`config.mk`:
```
export PLATFORM = sky130hd
export DESIGN_NAME = mem_arbiter_flat
export DESIGN_NICKNAME = d
export VERILOG_FILES = /design/src/rtl/mem_arbiter_if.sv /design/src/rtl/mem_arbiter.sv /design/src/flat_wrapper.sv
export SDC_FILE = /design/constraint.sdc
export NUM_CORES = 1
export LEC_CHECK = 0
export CAP_MARGIN = 20
export CORE_UTILIZATION = 30
export DETAILED_ROUTE_END_ITERATION = 8
export PLACE_DENSITY = 0.62
export SETUP_SLACK_MARGIN = 0.4
export SYNTH_ARGS = -nofsm -noshare
export SYNTH_HDL_FRONTEND = slang
export SYNTH_SLANG_ARGS = --single-unit
```
`constraint.sdc`:
```
create_clock -name clk -period 2.65 [get_ports clk]
set_clock_uncertainty 0.2 [all_clocks]
set_input_delay 0.265 -clock clk [delete_from_list [all_inputs] [get_ports clk]]
set_output_delay 0.265 -clock clk [all_outputs]
set_load 0.02 [all_outputs]
```
`src/rtl/mem_arbiter_if.sv`:
```
// Bundle of requester-side handshakes and mem_access control/data signals
// shared by mem_arbiter and its neighbours.
interface mem_arbiter_if;
    // Instruction-fetch requester
    logic        if_req;
    logic        if_gnt;
    logic        if_done;
    logic [7:0]  if_data;

    // Data requester
    logic        dm_req;
    logic        dm_we;
    logic [15:0] dm_addr;
    logic [7:0]  dm_wdata;
    logic        dm_gnt;
    logic        dm_done;
    logic [7:0]  dm_rdata;

    // mem_access controls and data
    logic        mem_en;
    logic        mem_pc_data;
    logic        mem_w_rd;
    logic [15:0] mem_addr;
    logic [7:0]  mem_wdata;
    logic [7:0]  mem_rdata;

    logic        busy;

    // Arbiter view
    modport slave (
        input  if_req,
        input  dm_req,
        input  dm_we,
        input  dm_addr,
        input  dm_wdata,
        input  mem_rdata,
        output if_gnt,
        output if_done,
        output if_data,
        output dm_gnt,
        output dm_done,
        output dm_rdata,
        output mem_en,
        output mem_pc_data,
        output mem_w_rd,
        output mem_addr,
        output mem_wdata,
        output busy
    );

    // Requester / memory-model view
    modport master (
        output if_req,
        output dm_req,
        output dm_we,
        output dm_addr,
        output dm_wdata,
        output mem_rdata,
        input  if_gnt,
        input  if_done,
        input  if_data,
        input  dm_gnt,
        input  dm_done,
        input  dm_rdata,
        input  mem_en,
        input  mem_pc_data,
        input  mem_w_rd,
        input  mem_addr,
        input  mem_wdata,
        input  busy
    );
endinterface

```
`src/rtl/mem_arbiter.sv`:
```
// Two-requester sequencer/arbiter for the single mem_access port; all outputs registered.
// Define MEM_ARB_RR_EN for round-robin arbitration (default: data over fetch).
module mem_arbiter #(
    parameter int unsigned ACCESS_CYCLES = 2  // legal range 1..15
) (
    input logic          clk,
    input logic          rst,
    mem_arbiter_if.slave bus
);

    localparam logic [0:0] StIdle   = 1'b0;
    localparam logic [0:0] StAccess = 1'b1;

    localparam logic OwnFetch = 1'b0;
    localparam logic OwnData  = 1'b1;

    localparam logic [3:0] CntLoad = 4'(ACCESS_CYCLES - 1);

    logic [0:0]  state_q, state_d;
    logic [3:0]  cnt_q, cnt_d;
    logic        owner_q, owner_d;
    logic        we_q, we_d;
    logic [15:0] addr_q, addr_d;
    logic [7:0]  wdata_q, wdata_d;
    logic [7:0]  if_data_q, if_data_d;
    logic [7:0]  dm_rdata_q, dm_rdata_d;
    logic        if_gnt_q, if_gnt_d;
    logic        dm_gnt_q, dm_gnt_d;
    logic        if_done_q, if_done_d;
    logic        dm_done_q, dm_done_d;
    logic        mem_en_q, mem_en_d;
    logic        mem_pc_data_q, mem_pc_data_d;
    logic        mem_w_rd_q, mem_w_rd_d;
    logic        pick_data;

`ifdef MEM_ARB_RR_EN
    logic last_q, last_d;  // requester served most recently (OwnFetch/OwnData)

    // On a tie, the requester not served last wins; a lone requester always wins.
    assign pick_data = bus.dm_req && (!bus.if_req || (last_q == OwnFetch));
`else
    assign pick_data = bus.dm_req;
`endif

    always_comb begin
        state_d    = state_q;
        cnt_d      = cnt_q;
        owner_d    = owner_q;
        we_d       = we_q;
        addr_d     = addr_q;
        wdata_d    = wdata_q;
        if_data_d  = if_data_q;
        dm_rdata_d = dm_rdata_q;
        if_gnt_d   = 1'b0;
        dm_gnt_d   = 1'b0;
        if_done_d  = 1'b0;
        dm_done_d  = 1'b0;
`ifdef MEM_ARB_RR_EN
        last_d     = last_q;
`endif

        case (state_q)
            StIdle: begin
                if (bus.if_req || bus.dm_req) begin
                    state_d = StAccess;
                    cnt_d   = CntLoad;
                    if (pick_data) begin
                        owner_d  = OwnData;
                        we_d     = bus.dm_we;
                        addr_d   = bus.dm_addr;
                        wdata_d  = bus.dm_wdata;
                        dm_gnt_d = 1'b1;
                    end else begin
                        owner_d  = OwnFetch;
                        if_gnt_d = 1'b1;
                    end
`ifdef MEM_ARB_RR_EN
                    last_d = pick_data ? OwnData : OwnFetch;
`endif
                end
            end
            StAccess: begin
                if (cnt_q != 4'd0) begin
                    cnt_d = cnt_q - 4'd1;
                end else begin
                    // Final edge of the access: sample read data and signal completion.
                    state_d = StIdle;
                    if (owner_q == OwnData) begin
                        dm_done_d = 1'b1;
                        if (!we_q) begin
                            dm_rdata_d = bus.mem_rdata;
                        end
                    end else begin
                        if_done_d = 1'b1;
                        if_data_d = bus.mem_rdata;
                    end
                end
            end
            default: begin
                state_d = StIdle;
            end
        endcase

        // Memory controls are registered from the next state so they line up with ACCESS.
        mem_en_d      = (state_d == StAccess);
        mem_pc_data_d = mem_en_d && (owner_d == OwnFetch);
        mem_w_rd_d    = mem_en_d && ((owner_d == OwnFetch) || !we_d);
    end

    always_ff @(posedge clk or posedge rst) begin
        if (rst) begin
            state_q       <= StIdle;
            cnt_q         <= 4'd0;
            owner_q       <= OwnFetch;
            we_q          <= 1'b0;
            addr_q        <= 16'h0000;
            wdata_q       <= 8'h00;
            if_data_q     <= 8'h00;
            dm_rdata_q    <= 8'h00;
            if_gnt_q      <= 1'b0;
            dm_gnt_q      <= 1'b0;
            if_done_q     <= 1'b0;
            dm_done_q     <= 1'b0;
            mem_en_q      <= 1'b0;
            mem_pc_data_q <= 1'b0;
            mem_w_rd_q    <= 1'b0;
        end else begin
            state_q       <= state_d;
            cnt_q         <= cnt_d;
            owner_q       <= owner_d;
            we_q          <= we_d;
            addr_q        <= addr_d;
            wdata_q       <= wdata_d;
            if_data_q     <= if_data_d;
            dm_rdata_q    <= dm_rdata_d;
            if_gnt_q      <= if_gnt_d;
            dm_gnt_q      <= dm_gnt_d;
            if_done_q     <= if_done_d;
            dm_done_q     <= dm_done_d;
            mem_en_q      <= mem_en_d;
            mem_pc_data_q <= mem_pc_data_d;
            mem_w_rd_q    <= mem_w_rd_d;
        end
    end

`ifdef MEM_ARB_RR_EN
    always_ff @(posedge clk or posedge rst) begin
        if (rst) begin
            last_q <= OwnFetch;
        end else begin
            last_q <= last_d;
        end
    end
`endif

    assign bus.if_gnt      = if_gnt_q;
    assign bus.if_done     = if_done_q;
    assign bus.if_data     = if_data_q;
    assign bus.dm_gnt      = dm_gnt_q;
    assign bus.dm_done     = dm_done_q;
    assign bus.dm_rdata    = dm_rdata_q;
    assign bus.mem_en      = mem_en_q;
    assign bus.mem_pc_data = mem_pc_data_q;
    assign bus.mem_w_rd    = mem_w_rd_q;
    assign bus.mem_addr    = addr_q;
    assign bus.mem_wdata   = wdata_q;
    assign bus.busy        = (state_q == StAccess);

endmodule

```
`src/flat_wrapper.sv`:
```
// flat-port wrapper written by rule: the top's interface ports become plain ports
module mem_arbiter_flat 
#(
    parameter int unsigned ACCESS_CYCLES = 2                      
)
  (clk, rst, bus_if_req, bus_dm_req, bus_dm_we, bus_dm_addr, bus_dm_wdata, bus_mem_rdata, bus_if_gnt, bus_if_done, bus_if_data, bus_dm_gnt, bus_dm_done, bus_dm_rdata, bus_mem_en, bus_mem_pc_data, bus_mem_w_rd, bus_mem_addr, bus_mem_wdata, bus_busy);
  mem_arbiter_if bus_i ();
  input logic clk;
  input logic rst;
  input wire logic [$bits(bus_i.if_req)-1:0] bus_if_req;
  input wire logic [$bits(bus_i.dm_req)-1:0] bus_dm_req;
  input wire logic [$bits(bus_i.dm_we)-1:0] bus_dm_we;
  input wire logic [$bits(bus_i.dm_addr)-1:0] bus_dm_addr;
  input wire logic [$bits(bus_i.dm_wdata)-1:0] bus_dm_wdata;
  input wire logic [$bits(bus_i.mem_rdata)-1:0] bus_mem_rdata;
  output wire logic [$bits(bus_i.if_gnt)-1:0] bus_if_gnt;
  output wire logic [$bits(bus_i.if_done)-1:0] bus_if_done;
  output wire logic [$bits(bus_i.if_data)-1:0] bus_if_data;
  output wire logic [$bits(bus_i.dm_gnt)-1:0] bus_dm_gnt;
  output wire logic [$bits(bus_i.dm_done)-1:0] bus_dm_done;
  output wire logic [$bits(bus_i.dm_rdata)-1:0] bus_dm_rdata;
  output wire logic [$bits(bus_i.mem_en)-1:0] bus_mem_en;
  output wire logic [$bits(bus_i.mem_pc_data)-1:0] bus_mem_pc_data;
  output wire logic [$bits(bus_i.mem_w_rd)-1:0] bus_mem_w_rd;
  output wire logic [$bits(bus_i.mem_addr)-1:0] bus_mem_addr;
  output wire logic [$bits(bus_i.mem_wdata)-1:0] bus_mem_wdata;
  output wire logic [$bits(bus_i.busy)-1:0] bus_busy;
  assign bus_i.if_req = bus_if_req;
  assign bus_i.dm_req = bus_dm_req;
  assign bus_i.dm_we = bus_dm_we;
  assign bus_i.dm_addr = bus_dm_addr;
  assign bus_i.dm_wdata = bus_dm_wdata;
  assign bus_i.mem_rdata = bus_mem_rdata;
  assign bus_if_gnt = bus_i.if_gnt;
  assign bus_if_done = bus_i.if_done;
  assign bus_if_data = bus_i.if_data;
  assign bus_dm_gnt = bus_i.dm_gnt;
  assign bus_dm_done = bus_i.dm_done;
  assign bus_dm_rdata = bus_i.dm_rdata;
  assign bus_mem_en = bus_i.mem_en;
  assign bus_mem_pc_data = bus_i.mem_pc_data;
  assign bus_mem_w_rd = bus_i.mem_w_rd;
  assign bus_mem_addr = bus_i.mem_addr;
  assign bus_mem_wdata = bus_i.mem_wdata;
  assign bus_busy = bus_i.busy;
  mem_arbiter #(.ACCESS_CYCLES(ACCESS_CYCLES)) u_core (.clk(clk), .rst(rst), .bus(bus_i));
endmodule
```
==> impl_metrics.toml <==
[critical_path]
worstPathMaxFanout = 10
worst_ep_required_time_ps = 2180
cp.buffers_inverters = 1
endpoint_kind = "primary output"
critPathMaxStageDelay_ps = 660
cp.depth = 1
critPathTopFamily = "buffers and inverters"
r2r_end = "u_core.bus.if_data[7]"
worstPathCellList = "clkdlybuf4s50_1"
criticalPathCategory = "reg -> out"
setup.reg_to_reg.worst_slack_ps = 770
r2r_cells = 5
cp.arrival_ps = 1480
crit_start = "u_core.bus.busy"
critPathSlowestCell = "clkdlybuf4s50_1"
startpoint_type = "flip-flop"
crit_end = "bus_mem_en"
reg2reg_from = "u_core.cnt_q[0]"

[routing]
routed_via_density = 4.43
wl_per_cell_um = 13.8
first_pass_iters = 2
drt-initial-drc-count = 32
vias = 1326
remaining_drc_errors = 0
ant_nets = 0
routed_wl_um = 4130

[sta]
fin_hold_ws_ps = 261
maxSlewHeadroom_pct = 55.7
maxSlewViolCount = 0
finalHoldViolations = 0
fin_setup_tns_ps = 0
finalCritPeriodShare_pct = 73.2
finalSetupViolCount = 0
fin_crit_ps = 1940
grt_setup_unrepaired = "no"
tightest_slew_ps = 664
fmax_ghz = 0.515

[layout]
fin_area_mm2 = 0.00312
final_util_pct = 46.1
drive_above_1_share_pct = 26.5
area_delta_synth_final_pct = 49.6
nNetsFinal = 257
final_cells = 299
fillers = 610
diodes = 0

[yosys]
syn_area_mm2 = 0.00208
synth_nets = 169
yosysWarnings = 0
synth_seq_cells = 53
synth_seq_area_share_pct = 63.6
netlist_instances = 130
yosysUniqueCellTypes = 24
syn_avg_cell_area_um2 = 16.0

[clock_tree]
cts_buffers = 5
hold_buffers = 0
cts.sinks = 53
htreeDepth = 2
clock_insertion_delay_worst_skew_ps = 300
root_buffer = "clkbuf_8"
post_cts_resized = 0
cts_tree = "built"
post_cts_buffers = 0
clkSlewWorstSetupHoldPaths_ps = 90
clockBufferDepth = 2

[job]
cap_violations = 0

[placed_design]
gp_congestion = 0.686
io_buffers = 84
dpl.hpwl_um = 2950
numPlacedInstances = 291
place_area_mm2 = 0.00300

[floorplanning]
core_mm2 = 0.00676
io_pins = 85
die_h_um = 85.4
die_w_um = 85.4
start_util_pct = 30.9
fp-row-count = 30
dieArea_mm2 = 0.00729

[grt]
grt_pass1_wl_um = 6680
grt_util_met1_pct = 17.0
grtUsageMet3_pct = 3.60
grt_start_max_net_pins = 54
met2_usage_pct = 17.1
gr-total-overflow = 0
grt-busiest-layer = "met2"
antenna_found_initial = 0
grt_pass1_vias = 1310
grt_usage_pct = 12.0

[worst_hold_path]
min_path_type = "in -> async"

[pwr]
powerDensity_mw_per_mm2 = 1230
power.leakage_uw = 0.00132
peakVddDrop_uv = 392

[status]
status = "finished clean"
[worst min-delay path: stages]
cell and delay (ps):
clkdlybuf4s50_1 410, inv_2 50, buf_4 530
[per-stage QoR]
| step | total power [uW] | worst slack (ps) |
|---|---|---|
| after floorplan | 2460 | 880 |
| after global placement | 3300 | 600 |
| after detailed placement | 3330 | 574 |
| after CTS | 3900 | 688 |
| after global routing | 4080 | 625 |
| final | 3850 | 709 |
[flip-flops by register name, indices dropped and copies added (netlist names)]
signal	count
u_core.we_q	1
u_core.bus.mem_pc_data	1
u_core.bus.dm_rdata	8
u_core.bus.mem_w_rd	1
u_core.bus.if_gnt	1
u_core.bus.if_done	1
u_core.bus.if_data	8
u_core.cnt_q	4
u_core.owner_q	1
u_core.bus.dm_done	1
u_core.bus.mem_wdata	8
u_core.bus.dm_gnt	1
u_core.bus.mem_addr	16
u_core.bus.busy	1
[layer usage]
metal / vias up / share of wire, %
met5: - / 0
met4: 0 / 1.1
met3: 4 / 7.9
met2: 60 / 42
met1: 638 / 49
li1: 624 / -
[cell type report]
| class | count | area (um^2) | area share, % |
|---|---|---|---|
| tap | 80 | 100 | 3.21 |
| timing repair buffer | 86 | 856 | 27.4 |
| sequential | 53 | 1330 | 42.5 |
| multi-input combinational | 67 | 697 | 22.4 |
| inverter | 5 | 18.8 | 0.602 |
| clock buffer | 6 | 82.6 | 2.65 |
| clock inverter | 2 | 37.5 | 1.20 |
[layout by cell type (no fill, tap or decap)]
| master | Yosys | final |
|---|---|---|
| clkbuf_8 | 0 | 6 |
| clkinvlp_4 | 0 | 1 |
| clkdlybuf4s50_1 | 0 | 84 |
| nor2b_2 | 0 | 1 |
| and4bb_4 | 1 | 1 |
| nand2b_1 | 2 | 2 |
| o21bai_1 | 1 | 1 |
| nand3b_4 | 1 | 1 |
| mux2_4 | 8 | 8 |
| nor3b_1 | 1 | 1 |
| o21ai_0 | 3 | 3 |
| and2_4 | 1 | 1 |
| mux2_2 | 34 | 34 |
| mux2i_1 | 1 | 1 |
| nor4b_1 | 1 | 1 |
| a21oi_1 | 1 | 1 |
| and2_1 | 1 | 1 |
| inv_2 | 0 | 1 |
| nor3_1 | 2 | 2 |
| o22ai_1 | 1 | 1 |
| dfrtp_1 | 53 | 53 |
| inv_1 | 5 | 4 |
| buf_4 | 2 | 2 |
| nor2b_1 | 3 | 2 |
| ha_1 | 2 | 2 |
| nor2_1 | 2 | 2 |
| bufinv_16 | 0 | 1 |
| or2_2 | 1 | 1 |
[synth_stat cells]
master	count	area [um^2]
a21oi_1	1	5.00
and2_1	1	6.26
and2_4	1	8.76
and4bb_4	1	16.3
buf_12	1	20.0
buf_2	2	10.0
buf_4	2	15.0
dfrtp_1	53	1330
ha_1	2	25.0
inv_1	5	18.8
mux2_2	34	383
mux2_4	8	120
mux2i_1	1	10.0
nand2b_1	2	12.5
nand3b_4	1	20.0
nor2_1	2	7.51
nor2b_1	3	18.8
nor3_1	2	10.0
nor3b_1	1	7.51
nor4b_1	1	8.76
o21ai_0	3	15.0
o21bai_1	1	7.51
o22ai_1	1	6.26
or2_2	1	6.26
[where the power goes]
part | total [uW] | switching [uW] | internal (uW) | leakage (uW)
logic | 1880 | 832 | 1050 | 0.000627
clock network | 564 | 257 | 307 | 0.0000574
registers | 1400 | 205 | 1200 | 0.000636
total | 3850 | 1290 | 2550 | 0.00132
[how the worst min path moves through the flow]
stage	cells after the start	slack, ps	endpoint	start
floorplan	1	130	u_core.bus.if_gnt	bus_dm_req
CTS	3	290	u_core.bus.mem_wdata[6]	rst
detailed placement	1	290	u_core.bus.dm_rdata[7]	u_core.bus.dm_rdata[7]
global placement	1	290	u_core.bus.dm_rdata[1]	u_core.bus.dm_rdata[1]
global route	1	320	u_core.bus.dm_rdata[7]	u_core.bus.dm_rdata[7]
finish	3	260	u_core.bus.dm_rdata[5]	rst
[logic make-up after synthesis]
| family | count (synthesis) | synth area share, % |
|---|---|---|
| flops | 53 | 63.6 |
| fa+ha+maj | 2 | 1.20 |
| mux | 43 | 24.6 |
| buf+inv | 10 | 3.06 |
| compound gates | 6 | 1.62 |
| simple gates | 16 | 5.88 |
No activity file was read; power rests on OpenSTA's default activity.
